`config.mk`:
```
export PLATFORM = sky130hd
export DESIGN_NAME = conv_acc_tree_flat
export DESIGN_NICKNAME = d
export VERILOG_FILES = /design/src/rtl/conv_acc_tree_if.sv /design/src/rtl/conv_acc_tree.sv /design/src/flat_wrapper.sv
export SDC_FILE = /design/constraint.sdc
export NUM_CORES = 2
export LEC_CHECK = 0
export BUFFER_PORTS_ARGS = -buffer_cell sky130_fd_sc_hd__buf_2
export CAP_MARGIN = 5
export CORE_MARGIN = 3
export CORE_UTILIZATION = 39
export CTS_BUF_LIST = sky130_fd_sc_hd__clkbuf_4
export DETAILED_ROUTE_END_ITERATION = 10
export PLACE_DENSITY_LB_ADDON = 0.05
export SYNTH_ARGS = -nofsm -noshare
export SYNTH_HDL_FRONTEND = slang
export SYNTH_SLANG_ARGS = --single-unit
```
`constraint.sdc`:
```
create_clock -name i_clk -period 6.7 [get_ports i_clk]
set_clock_uncertainty 0.1 [all_clocks]
set_input_delay 2.01 -clock i_clk [delete_from_list [all_inputs] [get_ports i_clk]]
set_output_delay 2.01 -clock i_clk [all_outputs]
set_load 0.01 [all_outputs]
```
`src/rtl/conv_acc_tree_if.sv`:
```
// Stream bundle between the multiplier array, the accumulation tree and the result consumer.
// The master drives products and ready; the slave (the tree) returns results and status.
interface conv_acc_tree_if #(
  parameter int WORD_WIDTH = 8,
  parameter int GROUP_SIZE = 9,
  parameter int NUM_GROUPS = 8,
  parameter int ACC_WIDTH  = 20
) ();
  logic [WORD_WIDTH*GROUP_SIZE*NUM_GROUPS-1:0] i_products;
  logic                                        i_valid;
  logic                                        i_last;
  logic [ACC_WIDTH*NUM_GROUPS-1:0]             o_sums;
  logic                                        o_valid;
  logic                                        i_ready;
  logic                                        o_overrun;
  logic                                        o_busy;

  modport master (
    output i_products, i_valid, i_last, i_ready,
    input  o_sums, o_valid, o_overrun, o_busy
  );

  modport slave (
    input  i_products, i_valid, i_last, i_ready,
    output o_sums, o_valid, o_overrun, o_busy
  );
endinterface

```
`src/rtl/conv_acc_tree.sv`:
```
// Registered per-lane adder tree, multi-pass accumulator and 2-entry result buffer
// for the Conv2D3x3 datapath; the input side never stalls.
module conv_acc_tree #(
  parameter int WORD_WIDTH = 8,
  parameter int GROUP_SIZE = 9,
  parameter int NUM_GROUPS = 8,
  parameter int ACC_WIDTH  = 20
) (
  input  logic           i_clk,
  input  logic           i_rst_n,
  conv_acc_tree_if.slave bus
);
  localparam int TREE_STAGES = $clog2(GROUP_SIZE);
  localparam int SUM_W       = WORD_WIDTH + TREE_STAGES;
  localparam int HALF        = (GROUP_SIZE + 1) / 2;
  localparam int W2          = 2 * HALF;
  localparam int RES_W       = ACC_WIDTH * NUM_GROUPS;

  localparam logic [0:0] ACC_EMPTY = 1'b0;
  localparam logic [0:0] ACC_RUN   = 1'b1;

  if (ACC_WIDTH < WORD_WIDTH + TREE_STAGES) begin : gWidthCheck
    $error("conv_acc_tree: ACC_WIDTH too small for a lossless group sum");
  end
  if (GROUP_SIZE < 2) begin : gGroupCheck
    $error("conv_acc_tree: GROUP_SIZE must be at least 2");
  end

  // Every level is padded to W2 slots that stay zero beyond the live node
  // count, so an odd leftover simply adds zero and passes through its level.
  logic [SUM_W-1:0] leaf       [NUM_GROUPS][W2];
  logic [SUM_W-1:0] treeNode_q [NUM_GROUPS][TREE_STAGES][W2];
  logic [TREE_STAGES-1:0] validPipe_q;
  logic [TREE_STAGES-1:0] lastPipe_q;

  for (genvar g = 0; g < NUM_GROUPS; g++) begin : gLeafGroup
    for (genvar k = 0; k < W2; k++) begin : gLeaf
      if (k < GROUP_SIZE) begin : gTerm
        assign leaf[g][k] = SUM_W'(bus.i_products[WORD_WIDTH*(g*GROUP_SIZE+k) +: WORD_WIDTH]);
      end else begin : gZero
        assign leaf[g][k] = '0;
      end
    end
  end

  for (genvar g = 0; g < NUM_GROUPS; g++) begin : gGroup
    for (genvar l = 0; l < TREE_STAGES; l++) begin : gLevel
      for (genvar j = 0; j < W2; j++) begin : gNode
        if (j < HALF) begin : gAdd
          logic [SUM_W-1:0] opA;
          logic [SUM_W-1:0] opB;
          if (l == 0) begin : gFromLeaf
            assign opA = leaf[g][2*j];
            assign opB = leaf[g][2*j+1];
          end else begin : gFromNode
            assign opA = treeNode_q[g][l-1][2*j];
            assign opB = treeNode_q[g][l-1][2*j+1];
          end
          always_ff @(posedge i_clk or negedge i_rst_n) begin
            if (!i_rst_n) treeNode_q[g][l][j] <= '0;
            else          treeNode_q[g][l][j] <= opA + opB;
          end
        end else begin : gPad
          always_ff @(posedge i_clk or negedge i_rst_n) begin
            if (!i_rst_n) treeNode_q[g][l][j] <= '0;
            else          treeNode_q[g][l][j] <= '0;
          end
        end
      end
    end
  end

  always_ff @(posedge i_clk or negedge i_rst_n) begin
    if (!i_rst_n) begin
      validPipe_q <= '0;
      lastPipe_q  <= '0;
    end else begin
      validPipe_q[0] <= bus.i_valid;
      lastPipe_q[0]  <= bus.i_valid & bus.i_last;
      for (int s = 1; s < TREE_STAGES; s++) begin
        validPipe_q[s] <= validPipe_q[s-1];
        lastPipe_q[s]  <= lastPipe_q[s-1];
      end
    end
  end

  logic                 treeValid;
  logic                 treeLast;
  logic [0:0]           state_q;
  logic [0:0]           state_d;
  logic [ACC_WIDTH-1:0] accSum_q    [NUM_GROUPS];
  logic [ACC_WIDTH-1:0] accSum_d    [NUM_GROUPS];
  logic [ACC_WIDTH-1:0] laneResult  [NUM_GROUPS];
  logic [RES_W-1:0]     resultWord;
  logic                 emit;

  assign treeValid = validPipe_q[TREE_STAGES-1];
  assign treeLast  = lastPipe_q[TREE_STAGES-1];

  // An empty accumulator contributes zero, so both states share one adder.
  always_comb begin
    state_d    = state_q;
    emit       = 1'b0;
    resultWord = '0;
    for (int g = 0; g < NUM_GROUPS; g++) begin
      laneResult[g] = ((state_q == ACC_RUN) ? accSum_q[g] : '0)
                      + ACC_WIDTH'(treeNode_q[g][TREE_STAGES-1][0]);
      accSum_d[g]   = accSum_q[g];
      resultWord[ACC_WIDTH*g +: ACC_WIDTH] = laneResult[g];
    end
    if (treeValid) begin
      if (treeLast) begin
        emit    = 1'b1;
        state_d = ACC_EMPTY;
      end else begin
        state_d = ACC_RUN;
        for (int g = 0; g < NUM_GROUPS; g++) accSum_d[g] = laneResult[g];
      end
    end
  end

  always_ff @(posedge i_clk or negedge i_rst_n) begin
    if (!i_rst_n) begin
      state_q <= ACC_EMPTY;
      for (int g = 0; g < NUM_GROUPS; g++) accSum_q[g] <= '0;
    end else begin
      state_q <= state_d;
      for (int g = 0; g < NUM_GROUPS; g++) accSum_q[g] <= accSum_d[g];
    end
  end

  logic [RES_W-1:0] fifoMem_q [2];
  logic             wrPtr_q;
  logic             rdPtr_q;
  logic [1:0]       count_q;
  logic [1:0]       count_d;
  logic             overrun_q;
  logic             rdEn;
  logic             wrEn;
  logic             drop;

  // A read at full frees the head slot, which is exactly where the write lands.
  always_comb begin
    rdEn = (count_q != 2'd0) && bus.i_ready;
    wrEn = emit && ((count_q != 2'd2) || rdEn);
    drop = emit && !wrEn;
    case ({wrEn, rdEn})
      2'b10:   count_d = count_q + 2'd1;
      2'b01:   count_d = count_q - 2'd1;
      default: count_d = count_q;
    endcase
  end

  always_ff @(posedge i_clk or negedge i_rst_n) begin
    if (!i_rst_n) begin
      fifoMem_q[0] <= '0;
      fifoMem_q[1] <= '0;
      wrPtr_q      <= 1'b0;
      rdPtr_q      <= 1'b0;
      count_q      <= 2'd0;
      overrun_q    <= 1'b0;
    end else begin
      if (wrEn) fifoMem_q[wrPtr_q] <= resultWord;
      wrPtr_q   <= wrPtr_q ^ wrEn;
      rdPtr_q   <= rdPtr_q ^ rdEn;
      count_q   <= count_d;
      overrun_q <= overrun_q | drop;
    end
  end

  assign bus.o_sums    = fifoMem_q[rdPtr_q];
  assign bus.o_valid   = (count_q != 2'd0);
  assign bus.o_overrun = overrun_q;
  assign bus.o_busy    = (state_q == ACC_RUN) || (|validPipe_q);
endmodule

```
`src/flat_wrapper.sv`:
```
// flat-port wrapper written by rule: the top's interface ports become plain ports
module conv_acc_tree_flat 
#(
  parameter int WORD_WIDTH = 8,
  parameter int GROUP_SIZE = 9,
  parameter int NUM_GROUPS = 8,
  parameter int ACC_WIDTH  = 20
)
  (i_clk, i_rst_n, bus_i_products, bus_i_valid, bus_i_last, bus_i_ready, bus_o_sums, bus_o_valid, bus_o_overrun, bus_o_busy);
  conv_acc_tree_if #(.WORD_WIDTH(WORD_WIDTH), .GROUP_SIZE(GROUP_SIZE), .NUM_GROUPS(NUM_GROUPS), .ACC_WIDTH(ACC_WIDTH)) bus_i ();
  input  logic i_clk;
  input  logic i_rst_n;
  input wire logic [$bits(bus_i.i_products)-1:0] bus_i_products;
  input wire logic [$bits(bus_i.i_valid)-1:0] bus_i_valid;
  input wire logic [$bits(bus_i.i_last)-1:0] bus_i_last;
  input wire logic [$bits(bus_i.i_ready)-1:0] bus_i_ready;
  output wire logic [$bits(bus_i.o_sums)-1:0] bus_o_sums;
  output wire logic [$bits(bus_i.o_valid)-1:0] bus_o_valid;
  output wire logic [$bits(bus_i.o_overrun)-1:0] bus_o_overrun;
  output wire logic [$bits(bus_i.o_busy)-1:0] bus_o_busy;
  assign bus_i.i_products = bus_i_products;
  assign bus_i.i_valid = bus_i_valid;
  assign bus_i.i_last = bus_i_last;
  assign bus_i.i_ready = bus_i_ready;
  assign bus_o_sums = bus_i.o_sums;
  assign bus_o_valid = bus_i.o_valid;
  assign bus_o_overrun = bus_i.o_overrun;
  assign bus_o_busy = bus_i.o_busy;
  conv_acc_tree #(.WORD_WIDTH(WORD_WIDTH), .GROUP_SIZE(GROUP_SIZE), .NUM_GROUPS(NUM_GROUPS), .ACC_WIDTH(ACC_WIDTH)) u_core (.i_clk(i_clk), .i_rst_n(i_rst_n), .bus(bus_i));
endmodule
```
# Yosys cells after proc, flatten, opt, wreduce, memory -nomap -nowiden
# Index checks and enable logic that the tools add are counted.
[word_totals]
out_inout_bits = 163
wordCells = 221
regBits = 1437
[op_classes]
eq_ne = 3
n_lt_le_gt_ge = 3
n_reduce_logical = 11
bitwise_logic = 7
n_mux = 18
n_addsub = 74
[op_table]
columns = ["cell", "n"]
rows = [
  ["$mux W160", 4],
  ["$bwmux W320", 1],
  ["$add A8 B8 Y9", 32],
  ["$add A12 B12 Y12", 21],
  ["$add A20 B12 Y20", 8],
  ["$demux W160 S1", 1],
  ["$mux W20", 8],
  ["$add A12 B8 Y12", 7],
  ["$add A9 B9 Y10", 2],
  ["$add A11 B8 Y12", 1],
  ["$add A10 B10 Y11", 1],
  ["$ge A2 B2 Y1 const B", 2],
  ["$logic_and A1 B1 Y1", 4],
  ["$not A1 Y2", 2],
  ["$pmux W2 S2", 1],
  ["$reduce_bool A2 Y1", 2],
  ["$reduce_or A4 Y1", 1],
  ["$mux W1", 3],
  ["$add A2 B1 Y2 const B", 1],
  ["$eq A2 B1 Y1 const B", 1],
  ["$eq A2 B2 Y1 const B", 1],
  ["$logic_or A1 B1 Y1", 2],
  ["$lt A2 B1 Y1 const B", 1],
  ["$ne A2 B2 Y1 const B", 1],
  ["7 further kinds", 8],
]

# Longest topological paths before layout
[depth]
depth_word = 7
mapped_depth = 13
mapped_depth_nobuf = 9

# Least setup slack after synthesis
# Ideal clock, no wire load.
[synth_timing]
path_type = "in2reg"
startpoint = "input port bus_i_ready"
endpoint = "register u_core.fifoMem_q[100] in the netlist's numbering"
n_path_buf = 3
required_ns = 6.475
setup_time_ns = 0.125
cell_stages = 8
arrival_ns = 3.798
slack_ns = 2.677
cell_sequence = "nor3b_1 > or2_2 > inv_1 > ha_1 > clkbuf_1 > clkbuf_1 > buf_1 > mux2_2"
[synth_between]
elab_chain_len = 3
[synth_lines]
columns = ["item", "line", "rtl"]
rows = [
  ["from (decl)", "flat_wrapper.sv:16", "input wire logic [$bits(bus_i.i_ready)-1:0] bus_i_ready;"],
  ["$logic_and A1 B1 Y1", "conv_acc_tree.sv:144", "rdEn = (count_q != 2'd0) && bus.i_ready;"],
  ["$logic_or A1 B1 Y1", "conv_acc_tree.sv:145", "wrEn = emit && ((count_q != 2'd2) || rdEn);"],
  ["$logic_and A1 B1 Y1", "conv_acc_tree.sv:145", ""],
  ["to (signal, indexed assignment)", "conv_acc_tree.sv:163", "if (wrEn) fifoMem_q[wrPtr_q] <= resultWord;"],
  ["to (decl)", "conv_acc_tree.sv:132", "logic [RES_W-1:0] fifoMem_q [2];"],
]
# No other way between the ends.
# A chain may end at the register's enable or synchronous reset.

# Final worst setup path
[layout_timing]
startpoint = "register u_core.rdPtr_q"
endpoint = "output port bus_o_sums[37]"
[layout_between]
elab_chain_len = 4
[layout_lines]
columns = ["item", "line", "rtl"]
rows = [
  ["from (decl)", "conv_acc_tree.sv:134", "logic rdPtr_q;"],
  ["from (signal assigned)", "conv_acc_tree.sv:165", "rdPtr_q <= rdPtr_q ^ rdEn;"],
  ["$not A1 Y2 (not written as such)", "conv_acc_tree.sv:171", "assign bus.o_sums = fifoMem_q[rdPtr_q];"],
  ["$mux W160 (not written as such) (3 in a row)", "conv_acc_tree.sv:171", ""],
  ["to (decl)", "flat_wrapper.sv:17", "output wire logic [$bits(bus_i.o_sums)-1:0] bus_o_sums;"],
]
# No other way between the ends. The select of a mux whose other input is x is not followed.

==> results.yml <==
place:
  dp_hpwl_um: 121600
  port_buffers: 743
  gp_congestion: 0.8134
yosys:
  async_reset_ff_frac: 1.000
  synthCells: 6067
  synth_area_leaders: "dfrtp_1 48%, ha_1 12%, mux2_2 5.8%"
  syn_avg_cell_area_um2: 11.22
  yosysUniqueCellTypes: 86
  synth_seq_cells: 1318
  yosys.area.top_type_share: 0.4843
  yosysTopAreaCell: "dfrtp_1"
  synth_fp_nets: 7363
  synth_warnings: 0
  ys.flop_type: "dfrtp_1"
  seq_area_frac_synth: 0.4843
  synth_edf_count: 0
  netlist_area_um2: 68100
setup_path:
  worstPathRequired_ns: 4.59
  worstRegToRegCells: 9
  rr_startpoint: "u_core.state_q"
  regToRegSetupSlack_ns: 2.66
  criticalPathCategory: "reg -> out"
  crit_path_end_kind: "output port"
  rr_endpoint: "u_core.fifoMem_q[13]"
  worstSetupStartpointType: "flop"
  cp.arrival_ns: 3.76
  crit_fanout: 48
flow_run:
  drv_cap: 0
global_route:
  grt_max_degree: 151
  grt_pass1_wl_um: 266500
  grtUsageTotal: 0.1860
  overflow: 0
  antenna_found_initial: 27
  grt_pass1_vias: 49940
clocking:
  cts_tree: "built"
  holdBufCountCts: 0
  insertion_delay_ns: 1.30
  cts_inserted_buffers: 382
  clock_sinks: 1318
  cts_resized: 0
  cts_buffer_depth: 4
  htreeDepth: 5
  clk_pin_slew_worst_paths_ns: 0.06
  postCtsSetupRepairBufs: 0
  cts-root-buf: "clkbuf_4"
detailed_routing:
  vias_per_cell: 4.937
  dr_total_vias: 47650
  firstDrtPassIters: 5
  wl_per_cell_um: 17.26
  drt-total-wl_um: 166500
  drt_iter0_drc: 1942
  drc: 0
  postRouteAntennaNets: 0
cells_and_area:
  layout_common_cells: "1316 x dfrtp_1, 742 x buf_2, 641 x ha_1"
  nets: 8380
  drive_gt1_frac: 0.2412
  layout_commonest_cell: "dfrtp_1"
  area_growth_pct: 16.18
worst_hold_path:
  hold_path.class: "reg -> reg"
  min_path_cells: 0
  holdPathEnd: "u_core.gGroup[2].gLevel[2].gNode[1].gAdd.opA[0]"
  min_from: "u_core.gGroup[2].gLevel[1].gNode[2].gAdd.opA[0]"
timing:
  timing.slew.headroom: 0.2142
  whs_ns: 0.2081
  slew_viol_final: 0
  period_share: 0.8759
  hold_violations: 0
  min_period_ns: 5.869
  finalSetupTns_ns: 0
  setup_violations: 0
  rsz0062_at_grt: "no"
  fmax_mhz: 170.4
  worstMarginPinSlew_ns: 1.166
floorplanning:
  dieArea_um2: 179700
  fp.dieH_um: 423.9
  rows: 152
  die_w_um: 423.9
  core_area_um2: 172500
  start_util: 0.3948
  io_pins: 744
power:
  combPwrFrac: 0.436
  pwr-share-seq: 0.354
  leakagePower_nw: 37.67
  internal_power_mw: 20.93
  power_density_nw_per_um2: 425.9
  clkPwrFrac: 0.210
  switchingPower_mw: 12.77
  p_sw_frac: 0.3788
  vdd_drop_max_mv: 0.2665
status:
  status: "complete, no violations"
[stage by stage]
stage / setup WS (ns) / total power, mW / cells / util / cell area [um^2]
2_1_floorplan: 2.677 / 22.28 / 6067 / - / 68100
3_3_place_gp: 1.668 / 26.84 / 9010 / 0.4326 / 74620
3_5_place_dp: 1.664 / 26.98 / 9010 / 0.4326 / 74620
4_1_cts: 0.4287 / 34.44 / 9637 / 0.4585 / 79090
5_1_grt: 0.5311 / 36.67 / 9645 / 0.4586 / 79110
6_report: 0.8312 / 33.70 / 9651 / 0.4587 / 79120
[worst max-delay path by stage]
stage / from / end
global route: u_core.rdPtr_q / bus_o_sums[37]
finish: u_core.rdPtr_q / bus_o_sums[37]
CTS: u_core.rdPtr_q / bus_o_sums[37]
floorplan: bus_i_ready / u_core.fifoMem_q[100]
detailed placement: bus_i_ready / u_core.fifoMem_q[199]
global placement: bus_i_ready / u_core.fifoMem_q[199]
[synthesized netlist by cell type (all sizes together), types with 23 or more instances]
library cell  count
nand2b           43
nand4            24
xor2            142
o21a            103
o21ai           212
o41ai            48
clkbuf          116
o221ai           23
buf              32
and3             30
o211ai           39
a21o            177
inv             182
nor2b           124
nand2           456
mux2i            23
nor3            119
xnor2           399
nand3            92
mux2            351
dfrtp          1318
o41a             23
and2            124
a21oi           405
nor2            447
a31oi            32
fa               72
ha              643
a31o             23
[power by group through the flow]
stage	clock network [mW]	registers (mW)	logic (mW)
after global routing	7.90	12.2	16.5
after detailed placement	0	12.1	14.9
final	7.08	11.9	14.7
after global placement	0	12.1	14.8
after CTS	7.47	12.0	15.0
after floorplan	0	11.5	10.8
[flip-flops by register name (all words and copies together), names as in the netlist]
name and flops:
u_core.accSum_q 160, u_core.bus.o_overrun 1, u_core.count_q 2, u_core.fifoMem_q 320, u_core.gGroup.gLevel.gNode.gAdd.opA 440, u_core.gGroup.gLevel.gNode.gAdd.opB 288, u_core.lastPipe_q 4, u_core.rdPtr_q 1
u_core.state_q 1, u_core.treeNode_q 96, u_core.validPipe_q 4, u_core.wrPtr_q 1
[cells by family after synthesis]
family	Yosys count	share of synthesized area
xor+xnor	541	0.06958
compound gates	1271	0.1237
flops	1318	0.4843
fa+ha+maj	715	0.1393
simple gates	1517	0.1030
buf+inv	331	0.01865
mux	374	0.06142
[cell type report]
type | instances | area (um^2)
Fill cell | 16410 | 93370
Antenna cell | 14 | 35.03
Clock inverter | 84 | 394.1
Multi-Input combinational cell | 4418 | 33890
Clock buffer | 543 | 4076
Timing Repair Buffer | 782 | 4164
Sequential cell | 1318 | 32990
Tap cell | 2310 | 2890
Inverter | 182 | 683.2
[per-layer routing]
metal / part of all wire / global-route usage / vias up
li1: - / - / 23640
met3: 0.043 / 0.03779 / 357
met1: 0.44 / 0.2346 / 22710
met5: 0.00090 / 0 / -
met2: 0.48 / 0.3141 / 930
met4: 0.032 / 0.07094 / 20
[critical path, cell delays in order (launching register included)]
cell and delay [ns]:
dfrtp_4 0.73, buf_4 0.71, o21ai_0 0.65, buf_2 0.33
Power figures use the tool's default switching activity.
